[src/rtl/filt_pkg.sv]
// Shared definitions for the time-multiplexed filter datapath.
//   mac_state_t       : state encoding of the MAC accumulation sequencer
//   guard_bits(n)     : extra integer bits needed to sum n products without overflow
//   tap_width(n)      : width of a tap index counting 0..n-1 (at least 1 bit)
//   sat_max/sat_min(w): most positive / most negative w-bit two's-complement patterns
package filt_pkg;

    typedef enum logic [1:0] {
        IDLE  = 2'd0,
        ACCUM = 2'd1,
        DONE  = 2'd2
    } mac_state_t;

    function automatic int guard_bits(input int n);
        return (n <= 1) ? 0 : $clog2(n);
    endfunction

    function automatic int tap_width(input int n);
        return (n <= 2) ? 1 : $clog2(n);
    endfunction

    // Callers cast the result down to their own word width.
    function automatic logic [63:0] sat_max(input int w);
        return (64'd1 << (w - 1)) - 64'd1;
    endfunction

    function automatic logic [63:0] sat_min(input int w);
        return 64'd1 << (w - 1);
    endfunction

endpackage

[src/rtl/fx_sat_round.sv]
// Combinational signed fixed-point width converter.
//   in_data  : signed input, WII integer bits + WFI fraction bits
//   out_data : signed output, WIO integer bits + WFO fraction bits
//   ovf      : high when the value did not fit and out_data was saturated
// Fraction: zero-padded when widening; when narrowing the dropped LSBs are
// truncated (floor), or rounded half-up when MAC_ACC_ROUND_EN is defined.
// Integer: saturates to the most positive / most negative output code.
module fx_sat_round
    import filt_pkg::*;
#(
    parameter int WII = 2,
    parameter int WFI = 6,
    parameter int WIO = 2,
    parameter int WFO = 6
) (
    input  logic [WII+WFI-1:0] in_data,
    output logic [WIO+WFO-1:0] out_data,
    output logic               ovf
);

    localparam int WOUT = WIO + WFO;
    // One extra integer bit absorbs a rounding carry out of the top.
    localparam int WX   = WII + 1 + WFO;

    localparam logic [WOUT-1:0] SAT_MAX = WOUT'(sat_max(WOUT));
    localparam logic [WOUT-1:0] SAT_MIN = WOUT'(sat_min(WOUT));

    // Input re-expressed with WFO fraction bits.
    logic signed [WX-1:0] aligned;

    generate
        if (WFO >= WFI) begin : g_pad
            logic signed [WX-1:0] ext;
            assign ext     = WX'($signed(in_data));
            assign aligned = ext <<< (WFO - WFI);
        end else begin : g_drop
            localparam int SH = WFI - WFO;
            localparam int WE = WII + 1 + WFI;
            logic signed [WE-1:0] ext;
            logic signed [WE-1:0] biased;
            logic                 unused_lsbs;
            assign ext = WE'($signed(in_data));
`ifdef MAC_ACC_ROUND_EN
            // Half an output LSB: round half up before dropping bits.
            assign biased = ext + WE'(1 << (SH - 1));
`else
            assign biased = ext;
`endif
            // Taking the upper slice of a two's-complement value is a floor.
            assign aligned     = biased[WE-1:SH];
            assign unused_lsbs = ^biased[SH-1:0];
        end

        if (WX > WOUT) begin : g_sat
            // Fits iff every bit from the output sign bit upward agrees.
            logic [WX-WOUT:0] top_bits;
            logic             fits;
            assign top_bits = aligned[WX-1:WOUT-1];
            assign fits     = (&top_bits) | ~(|top_bits);
            assign out_data = fits ? aligned[WOUT-1:0]
                                   : (aligned[WX-1] ? SAT_MIN : SAT_MAX);
            assign ovf      = ~fits;
        end else begin : g_fit
            assign out_data = WOUT'(aligned);
            assign ovf      = 1'b0;
        end
    endgenerate

endmodule

[src/rtl/mac_accumulator.sv]
// Time-multiplexed MAC accumulation stage.
//   CLK      : rising-edge clock
//   RST      : asynchronous active-low reset
//   start    : request one output sample (accepted only when idle)
//   inMult   : signed product from the multiplier, Q(WIP).(WFP)
//   tapIdx   : registered tap index driven to the upstream selector
//   busy     : high while a sample is in progress
//   outData  : signed result Q(WIO).(WFO), held until the next result
//   outValid : one-cycle pulse when outData updates
//   ovf      : result saturated; updates with outData
// Build option: define MAC_ACC_ROUND_EN to round half-up instead of
// truncating when WFO < WFP.
module mac_accumulator
    import filt_pkg::*;
#(
    parameter int WIP   = 2,
    parameter int WFP   = 6,
    parameter int NTAPS = 8,
    parameter int WIO   = 2,
    parameter int WFO   = 6
) (
    input  logic                        CLK,
    input  logic                        RST,
    input  logic                        start,
    input  logic [WIP+WFP-1:0]          inMult,
    output logic [tap_width(NTAPS)-1:0] tapIdx,
    output logic                        busy,
    output logic [WIO+WFO-1:0]          outData,
    output logic                        outValid,
    output logic                        ovf
);

    localparam int G    = guard_bits(NTAPS);
    localparam int WA   = WIP + G + WFP;
    localparam int TW   = tap_width(NTAPS);
    localparam int WOUT = WIO + WFO;
    localparam logic [TW-1:0] LAST_TAP = TW'(NTAPS - 1);

    mac_state_t           state_reg;
    logic signed [WA-1:0] acc_reg;
    logic [WOUT-1:0]      conv_data;
    logic                 conv_ovf;

    fx_sat_round #(
        .WII (WIP + G),
        .WFI (WFP),
        .WIO (WIO),
        .WFO (WFO)
    ) u_conv (
        .in_data  (acc_reg),
        .out_data (conv_data),
        .ovf      (conv_ovf)
    );

    always_ff @(posedge CLK or negedge RST) begin
        if (!RST) begin
            state_reg <= IDLE;
            acc_reg   <= '0;
            tapIdx    <= '0;
            busy      <= 1'b0;
            outData   <= '0;
            outValid  <= 1'b0;
            ovf       <= 1'b0;
        end else begin
            outValid <= 1'b0;
            case (state_reg)
                IDLE: begin
                    if (start) begin
                        acc_reg   <= '0;
                        tapIdx    <= '0;
                        busy      <= 1'b1;
                        state_reg <= ACCUM;
                    end
                end
                ACCUM: begin
                    // The multiplier is combinational, so inMult already
                    // reflects the product selected by the current tapIdx.
                    acc_reg <= acc_reg + WA'($signed(inMult));
                    if (tapIdx == LAST_TAP) begin
                        state_reg <= DONE;
                    end else begin
                        tapIdx <= tapIdx + TW'(1);
                    end
                end
                DONE: begin
                    outData   <= conv_data;
                    ovf       <= conv_ovf;
                    outValid  <= 1'b1;
                    tapIdx    <= '0;
                    busy      <= 1'b0;
                    state_reg <= IDLE;
                end
                default: begin
                    state_reg <= IDLE;
                    busy      <= 1'b0;
                    tapIdx    <= '0;
                end
            endcase
        end
    end

endmodule

[config.mk]
export PLATFORM = sky130hd
export DESIGN_NAME = mac_accumulator
export DESIGN_NICKNAME = d
export VERILOG_FILES = /design/src/rtl/filt_pkg.sv /design/src/rtl/fx_sat_round.sv /design/src/rtl/mac_accumulator.sv
export SDC_FILE = /design/constraint.sdc
export NUM_CORES = 1
export LEC_CHECK = 0
export ABC_AREA = 1
export CORE_ASPECT_RATIO = 1.1
export CORE_MARGIN = 1
export CORE_UTILIZATION = 35
export DETAILED_ROUTE_END_ITERATION = 12
export RECOVER_POWER = 100
export SLEW_MARGIN = 20
export SYNTH_ARGS = -nofsm -noshare
export SYNTH_HDL_FRONTEND = slang
export SYNTH_SLANG_ARGS = --single-unit
[constraint.sdc]
create_clock -name CLK -period 3.2 [get_ports CLK]
set_input_delay 0.64 -clock CLK [delete_from_list [all_inputs] [get_ports CLK]]
set_output_delay 0.64 -clock CLK [all_outputs]
set_load 0.05 [all_outputs]
==> results of run 1 <==
## final cells by class
cell class,instances,area (sq um)
multi-input cells,159,826
fillers,458,2410
clock inverters,1,8.76
inverters,20,77.6
flip-flops and latches,27,676
well taps,54,67.6
clock buffers,3,41.3
repair buffers,25,244
## cells in the mapped netlist (all sizes together) (2+ instances only)
| cell | number | area share |
|---|---|---|
| o21ai | 10 | 0.031 |
| nand3b | 2 | 0.0093 |
| xnor2 | 2 | 0.011 |
| a22o | 2 | 0.012 |
| a21oi | 15 | 0.054 |
| nand2 | 73 | 0.18 |
| a32o | 2 | 0.012 |
| nor2 | 24 | 0.061 |
| ha | 12 | 0.093 |
| nand3 | 13 | 0.040 |
| inv | 19 | 0.046 |
| nand4 | 2 | 0.0078 |
| dfrtp | 27 | 0.42 |
## cells in the final DEF (no fill, tap or decap), types with 3 or more instances in the layout
| cell | n |
|---|---|
| o21ai_0 | 10 |
| dfrtp_1 | 27 |
| nand2_1 | 71 |
| clkdlybuf4s50_1 | 5 |
| inv_1 | 18 |
| nor2_1 | 24 |
| nand3_1 | 13 |
| clkbuf_8 | 3 |
| a21oi_1 | 15 |
| dlygate4sd3_1 | 19 |
| ha_1 | 12 |
## per-stage QoR
step / utilization / std cells / area, sq um / hold WS (ps) / worst slack, ps
3_5_place_dp: 0.440 / 285 / 1910 / 473 / 775
3_3_place_gp: 0.440 / 285 / 1910 / 467 / 789
2_1_floorplan: - / 207 / 1610 / 344 / 1340
4_1_cts: 0.452 / 289 / 1960 / 494 / 1030
5_1_grt: 0.446 / 289 / 1940 / 514 / 677
6_report: 0.446 / 289 / 1940 / 473 / 895
## worst max-delay path by stage
stage,end,slack [ps]
2_1_floorplan,acc_reg[6],1340
4_1_cts,tapIdx[0],1030
6_report,acc_reg[6],900
3_3_place_gp,acc_reg[6],790
3_5_place_dp,acc_reg[6],780
5_1_grt,tapIdx[0],680
## cell families (layout without fill, tap and decap cells)
family / count (synthesis) / in the layout
AO/OA/AOI/OAI: 30 / 30
XOR/XNOR: 2 / 2
adder cells (fa/ha/maj): 13 / 13
buffers and inverters: 21 / 49
flip-flops: 27 / 27
AND/OR/NAND/NOR: 114 / 114
## power by group through the flow
stage	sequential [uW]	combinational, uW	clock [uW]
after CTS	640	1320	218
after global placement	645	1300	0
after floorplan	861	744	0
final	629	1260	210
after global routing	655	1430	234
after detailed placement	645	1310	0
## layer usage
metal,global-route usage,up-vias,wire [um]
met3,0.0219,4,125
met4,0.0496,0,38
met5,0,-,0
met1,0.218,630,1750
li1,-,735,-
met2,0.274,26,1630
## worst max-delay path, delay by kind of cell
| kind | cells | cell delay (ps) |
|---|---|---|
| compound gates | 1 | 130 |
| fa+ha+maj | 2 | 680 |
| buf+inv | 1 | 550 |
| simple gates | 6 | 500 |
==> impl_metrics.csv, run 1 <==
group,metric,value,unit
floorplanning,num_rows,25,
setup_path,r2r_cells,5,
final_layout,area_delta_synth_final,20.5,%
sta,worst-slew-pin-transition,1490,ps
clock_tree,post_cts_buffers,0,
setup_path,end_kind,"flip-flop",
routing,dr.pass1.iters,4,
clock_tree,clock-sinks,27,
placement,dpl.hpwl,2.64,mm
setup_path,crit_arrival,2510,ps
setup_path,crit_chain,"dlygate4sd3_1 > ha_1 > fa_1 > nand3_1 > nand3_1 > nand2_1 > nand2_1 > nand2_1 > nand2_1 > o21ai_0",
sta,fmaxAchievable,434,MHz
floorplanning,ios,25,
setup_path,critPathMaxFanout,4,
worst_hold_path,min_path_cells,1,
synthesis,synth-xor-area-share,0.0109,
grt,grt_pass1_wl,6.03,mm
setup_path,path_class,"input port to flip-flop",
floorplanning,die_x,66.7,um
grt,antenna_found_initial,0,
synthesis,yosys.area_share.simple,0.294,
setup_path,cp.required,3410,ps
sta,fin_crit,2300,ps
setup_path,slowest_delay,550,ps
clock_tree,clk_pin_slew,100,ps
setup_path,crit_top_cell,"nand2_1",
run,drv_cap,0,
synthesis,synth_compound_area_frac,0.113,
synthesis,synth.area.mux_share,0,
routing,routedWlPerCell,12.3,um
final_layout,largest_reg_flops,11,
worst_hold_path,hp-class,"flip-flop to flip-flop",
sta,period_share,0.720,
setup_path,reg2reg_setup_slack,940,ps
clock_tree,htree_levels,1,
synthesis,synthArstFlopShare,1.00,
power,p_sw,1060,uW
clock_tree,hold_buffers,0,
clock_tree,root_buffer,"clkbuf_8",
grt,overflow,0,
placement,port_buffers,24,
setup_path,critical_path.startpoint,"inMult[0]",
synthesis,synth-edff-count,0,
sta,relSlewSlack,0.00605,
power,leakagePower,0.000978,uW
floorplanning,dieArea,4880,sq um
synthesis,ys_seq_area_frac,0.420,
floorplanning,core_region_area,4350,sq um
floorplanning,start_util,0.370,
synthesis,ys_seq_elements,27,
outcome,status,"finished clean",
setup_path,r2r-start,"state_reg[1]",
power,p_int,1040,uW
power,swShare,0.506,
routing,vias,1395,
placement,gp_congestion,0.853,
power,comb_power_share,0.601,
sta,rsz0062_at_grt,"no",
worst_hold_path,worstHoldStart,"state_reg[1]",
synthesis,syn-num-nets,231,
synthesis,syn_inst,207,
grt,grt_pass1_vias,1295,
routing,drt_wl_total,3.55,mm
clock_tree,tritoncts,"built",
synthesis,ys_warn_count,0,
setup_path,reg2reg_to,"outData[3]",
setup_path,slowest_stage,"dlygate4sd3_1",
grt,grt_max_degree,28,
synthesis,ys_types,25,
synthesis,netlist_area,1610,sq um
synthesis,synth_top_family_by_area,"simple AND/OR/NAND/NOR gates",
power,clock_power_share,0.100,
synthesis,synth_fa_ha_area_frac,0.106,
sta,hold_viol_final,0,
final_layout,antennaDiodeCount,0,
power,pwr-share-seq,0.299,
power,total_power,2100,uW
final_layout,drive_gt1_frac,0.0383,
worst_hold_path,hold_end,"busy",
clock_tree,clk-insertion-delay-late,280,ps
sta,skew,1.51,ps
final_layout,finalNetCount,260,
routing,via_per_inst,4.83,
sta,setup_viol,0,
sta,slew_violations,0,
routing,drt-initial-drc-count,92,
clock_tree,numCtsBuffers,3,
setup_path,start_kind,"input port",
clock_tree,clockBufferDepth,2,
floorplanning,die_h,73.1,um
synthesis,synth.avg_cell_area,7.78,sq um
sta,fin_setup_tns,0,ps
power,power_density,1080,nW/um^2
clock_tree,cts_resized,0,
routing,ant_nets,0,
synthesis,synth_ff_type,"dfrtp_1",
power,irDropWorstVdd,0.000437,V
grt,grtUsageTotal,0.164,
routing,drc,0,
No activity file was read; power rests on OpenSTA's default activity.
==> run 2: changes to the inputs <==
clock period = 1.98 ns   (was 3.2 ns; I/O delays follow)
==> impl_metrics.csv, run 2 (synthesis results as in run 1) <==
group,metric,value,unit
outcome,status,"finished clean",
clock_tree,htree_levels,1,
final_layout,layout_commonest_cell,"nand2_1",
clock_tree,root_buffer,"clkbuf_8",
grt,grt_pass1_vias,1392,
routing,drt_wl_total,3.60,mm
floorplanning,die_x,66.7,um
placement,dpl_cell_area,1960,sq um
clock_tree,clk-insertion-delay-late,280,ps
final_layout,fin_area,1980,sq um
sta,hold_viol_final,0,
setup_path,slowest_delay,870,ps
final_layout,antennaDiodeCount,0,
setup_path,crit_arrival,1510,ps
final_layout,largest_reg_flops,11,
setup_path,cp.depth,1,
placement,gp_congestion,0.857,
placement,place_inst,291,
setup_path,r2r_cells,8,
setup_path,cp.required,1580,ps
sta,setup_viol,0,
setup_path,cp_top_family,"buffers and inverters",
setup_path,r2r-start,"acc_reg[0]",
grt,overflow,0,
sta,relSlewSlack,0.532,
routing,ant_nets,0,
floorplanning,ios,25,
grt,antenna_found_initial,0,
clock_tree,numCtsBuffers,3,
setup_path,path_class,"flip-flop to output port",
placement,port_buffers,24,
sta,hold_slack,473,ps
final_layout,area_delta_synth_final,23.0,%
clock_tree,clk_pin_slew,110,ps
clock_tree,hold_buffers,0,
worst_hold_path,hp-class,"flip-flop to flip-flop",
sta,fmaxAchievable,525,MHz
sta,fin_crit,1910,ps
floorplanning,start_util,0.370,
grt,grtUsageTotal,0.166,
routing,routedWlPerCell,12.2,um
power,power_density,1750,nW/um^2
clock_tree,clock-sinks,27,
sta,slew_violations,0,
routing,via_per_inst,4.77,
setup_path,reg2reg_to,"acc_reg[8]",
clock_tree,post_cts_buffers,0,
floorplanning,num_rows,25,
floorplanning,core_region_area,4350,sq um
worst_hold_path,min_path_cells,1,
power,leakagePower,0.000994,uW
routing,drc,0,
sta,fin_setup_tns,0,ps
final_layout,drive_gt1_frac,0.0664,
routing,drt-initial-drc-count,70,
final_layout,final_cells,295,
setup_path,reg2reg_setup_slack,300,ps
final_layout,final_cell_mix,"72 x nand2_1, 27 x dfrtp_1, 24 x nor2_1, 17 x inv_1, 14 x a21oi_1",
sta,rsz0062_at_grt,"no",
clock_tree,cts_resized,0,
routing,vias,1406,
power,irDropWorstVdd,0.000804,V
setup_path,end_kind,"output port",
floorplanning,dieArea,4880,sq um
setup_path,critPathMaxFanout,2,
clock_tree,tritoncts,"built",
setup_path,slowest_stage,"dlygate4sd3_1",
clock_tree,clockBufferDepth,2,
grt,grt_pass1_wl,6.24,mm
grt,grt_max_degree,28,
setup_path,worst-path-buf-inv,1,
worst_hold_path,worstHoldStart,"state_reg[1]",
routing,dr.pass1.iters,5,
final_layout,finalNetCount,266,
floorplanning,die_h,73.1,um
sta,period_share,0.963,
run,drv_cap,0,
power,total_power,3470,uW
sta,worst-slew-pin-transition,702,ps
worst_hold_path,hold_end,"busy",
placement,dpl.hpwl,2.70,mm
setup_path,crit_chain,"dlygate4sd3_1",
setup_path,start_kind,"flip-flop",
sta,skew,9.48,ps
-- run 2: cell count changes in the layout (fill, tap and decap cells not counted), sizes merged --
cell           change
clkinvlp           -1
dlygate4sd3        -8
inv                +1
clkdlybuf4s50      +8
clkbuf             +1
buf                +5
-- run 2: per-layer routing --
layer | vias to the layer above | GRT usage | wire, um
li1 | 741 | - | -
met1 | 639 | 0.217 | 1750
met2 | 24 | 0.286 | 1690
met3 | 2 | 0.0313 | 146
met4 | 0 | 0.0284 | 19
met5 | - | 0 | 0
-- run 2: report_power, final --
part | switching [uW] | leakage (uW) | internal [uW]
logic | 1330 | 0.000636 | 783
registers | 201 | 0.000332 | 811
clock network | 196 | 0.0000261 | 148
total | 1730 | 0.000994 | 1740
-- run 2: worst max-delay path by stage --
stage / startpoint / endpoint / slack, ps
floorplan: inMult[0] / acc_reg[6] / 360
global placement: inMult[0] / acc_reg[6] / -110
detailed placement: inMult[0] / acc_reg[6] / -130
CTS: tapIdx[0] / tapIdx[0] / 70
global route: inMult[0] / acc_reg[8] / 20
finish: outData[4] / outData[4] / 70
-- run 2: cell type report --
cell class                 count  area (sq um)
tap                           54          67.6
fill                         461          2370
clock buffer                   3          41.3
sequential                    27           676
inverter                      20          78.8
multi-input combinational    159           822
clock inverter                 1          8.76
timing repair buffer          31           287
-- run 2: stage by stage --
stage / util / worst slack (ps)
finish: 0.456 / 73.5
global route: 0.456 / 24.7
floorplan: - / 361
global placement: 0.451 / -114
detailed placement: 0.451 / -132
CTS: 0.462 / 71.1
==> run 3: changes to the inputs <==
CORE_UTILIZATION = 38   (was 35)
==> impl_metrics.csv, run 3 (synthesis results as in run 1) <==
group,metric,value,unit
outcome,status,"finished clean",
clock_tree,clk-insertion-delay-late,290,ps
floorplanning,core_region_area,4020,sq um
grt,grt_pass1_vias,1420,
power,swShare,0.500,
grt,antenna_found_initial,0,
floorplanning,die_h,70.3,um
power,irDropWorstVdd,0.000993,V
routing,drc,0,
final_layout,largest_reg_flops,11,
routing,ant_nets,0,
setup_path,cp_top_family,"buffers and inverters",
run,drv_cap,0,
sta,hold_slack,466,ps
sta,period_share,0.967,
final_layout,nFillCells,446,
routing,drt_wl_total,3.63,mm
placement,pre_cts_ws,-132,ps
final_layout,final_cell_mix,"72 x nand2_1, 27 x dfrtp_1, 24 x nor2_1, 17 x inv_1, 16 x clkdlybuf4s50_1",
clock_tree,clock-sinks,27,
placement,gp_congestion,0.821,
floorplanning,die_x,64.1,um
placement,dpl_cell_area,1960,sq um
routing,dr.pass1.iters,4,
final_layout,fin_area,1980,sq um
final_layout,antennaDiodeCount,0,
sta,slew_violations,0,
floorplanning,start_util,0.400,
setup_path,worst-path-buf-inv,1,
worst_hold_path,worstHoldStart,"state_reg[1]",
power,clock_power_share,0.103,
setup_path,slowest_delay,820,ps
sta,fin_crit,1910,ps
final_layout,layout_commonest_cell,"nand2_1",
setup_path,end_kind,"output port",
sta,fin_setup_tns,0,ps
floorplanning,ios,25,
placement,dpl.hpwl,2.70,mm
sta,setup_viol,0,
setup_path,path_class,"flip-flop to output port",
power,p_int,1740,uW
sta,fmaxAchievable,523,MHz
clock_tree,htree_levels,1,
clock_tree,clk_pin_slew,110,ps
sta,relSlewSlack,0.538,
routing,via_per_inst,4.79,
clock_tree,numCtsBuffers,3,
sta,worst-slew-pin-transition,694,ps
grt,grtUsageTotal,0.183,
worst_hold_path,hp-class,"flip-flop to flip-flop",
power,leakagePower,0.000995,uW
clock_tree,tritoncts,"built",
grt,grt_pass1_wl,6.33,mm
routing,drt-initial-drc-count,49,
power,p_sw,1740,uW
setup_path,critPathMaxFanout,4,
floorplanning,num_rows,24,
setup_path,start_kind,"flip-flop",
final_layout,drive_gt1_frac,0.0664,
sta,worst_slack,66.2,ps
final_layout,finalNetCount,266,
setup_path,r2r-start,"state_reg[1]",
final_layout,area_delta_synth_final,22.8,%
clock_tree,root_buffer,"clkbuf_8",
setup_path,crit_chain,"clkdlybuf4s50_1",
clock_tree,clockBufferDepth,2,
power,comb_power_share,0.606,
power,pwr-share-seq,0.291,
sta,rsz0062_at_grt,"no",
floorplanning,dieArea,4500,sq um
grt,grt_max_degree,28,
setup_path,slowest_stage,"clkdlybuf4s50_1",
routing,routedWlPerCell,12.4,um
setup_path,crit_arrival,1520,ps
power,power_density,1760,nW/um^2
placement,port_buffers,24,
sta,hold_viol_final,0,
routing,vias,1403,
grt,overflow,0,
sta,skew,4.03,ps
setup_path,cp.required,1580,ps
setup_path,critical_path.startpoint,"tapIdx[0]",
==> run 3: cell type report <==
type	instances	area (sq um)	share of cell area
clock buffer	3	41.3	0.0209
inverter	20	77.6	0.0392
clock inverter	1	8.76	0.00443
timing repair buffer	31	287	0.145
sequential	27	676	0.342
multi-input combinational	159	823	0.416
tap	52	65.1	0.0329
==> run 3: routing by layer <==
layer | GRT usage | share of wire | routed length (um)
met2 | 0.287 | 0.43 | 1570
met1 | 0.248 | 0.52 | 1870
met3 | 0.0278 | 0.026 | 96
met4 | 0.0758 | 0.026 | 93
met5 | 0 | 0 | 0
==> run 3: stage by stage <==
stage | cells | total power, uW | util
after global placement | 289 | 3190 | 0.486
after global routing | 293 | 3820 | 0.492
after detailed placement | 289 | 3200 | 0.486
after floorplan | 207 | 2590 | -
after CTS | 293 | 3560 | 0.499
final | 293 | 3480 | 0.492
==> run 3: worst reg2reg max path, stage by stage (launching register included) <==
cell and delay (ps):
dfrtp_1 380, inv_1 110, nor2_1 190, clkinvlp_2 230, a21oi_1 530, a21oi_1 140
==> run 3: final timing paths <==
kind,end,slack (ps),cells after the start
max in group asynchronous,tapIdx[0],860,2
setup reg to reg,outData[0],270,5
min in group asynchronous,outData[6],670,2
setup / recovery,tapIdx[0],70,1
hold reg to reg,state_reg[0],470,1
hold / removal,state_reg[0],470,1
==> run 3: power by group through the flow <==
| stage | registers [uW] | clock network [uW] | logic [uW] |
|---|---|---|---|
| 3_3_place_gp | 1040 | 0 | 2150 |
| 4_1_cts | 1030 | 361 | 2170 |
| 3_5_place_dp | 1040 | 0 | 2160 |
| 5_1_grt | 1050 | 378 | 2390 |
| 2_1_floorplan | 1390 | 0 | 1200 |
| 6_report | 1010 | 357 | 2110 |
==> run 3: timing repair <==
action                     in CTS  in global routing
hold buffers                    0                  0
buffers inserted                0                  0
resized for setup               0                  1
setup endpoints to repair       0                  1
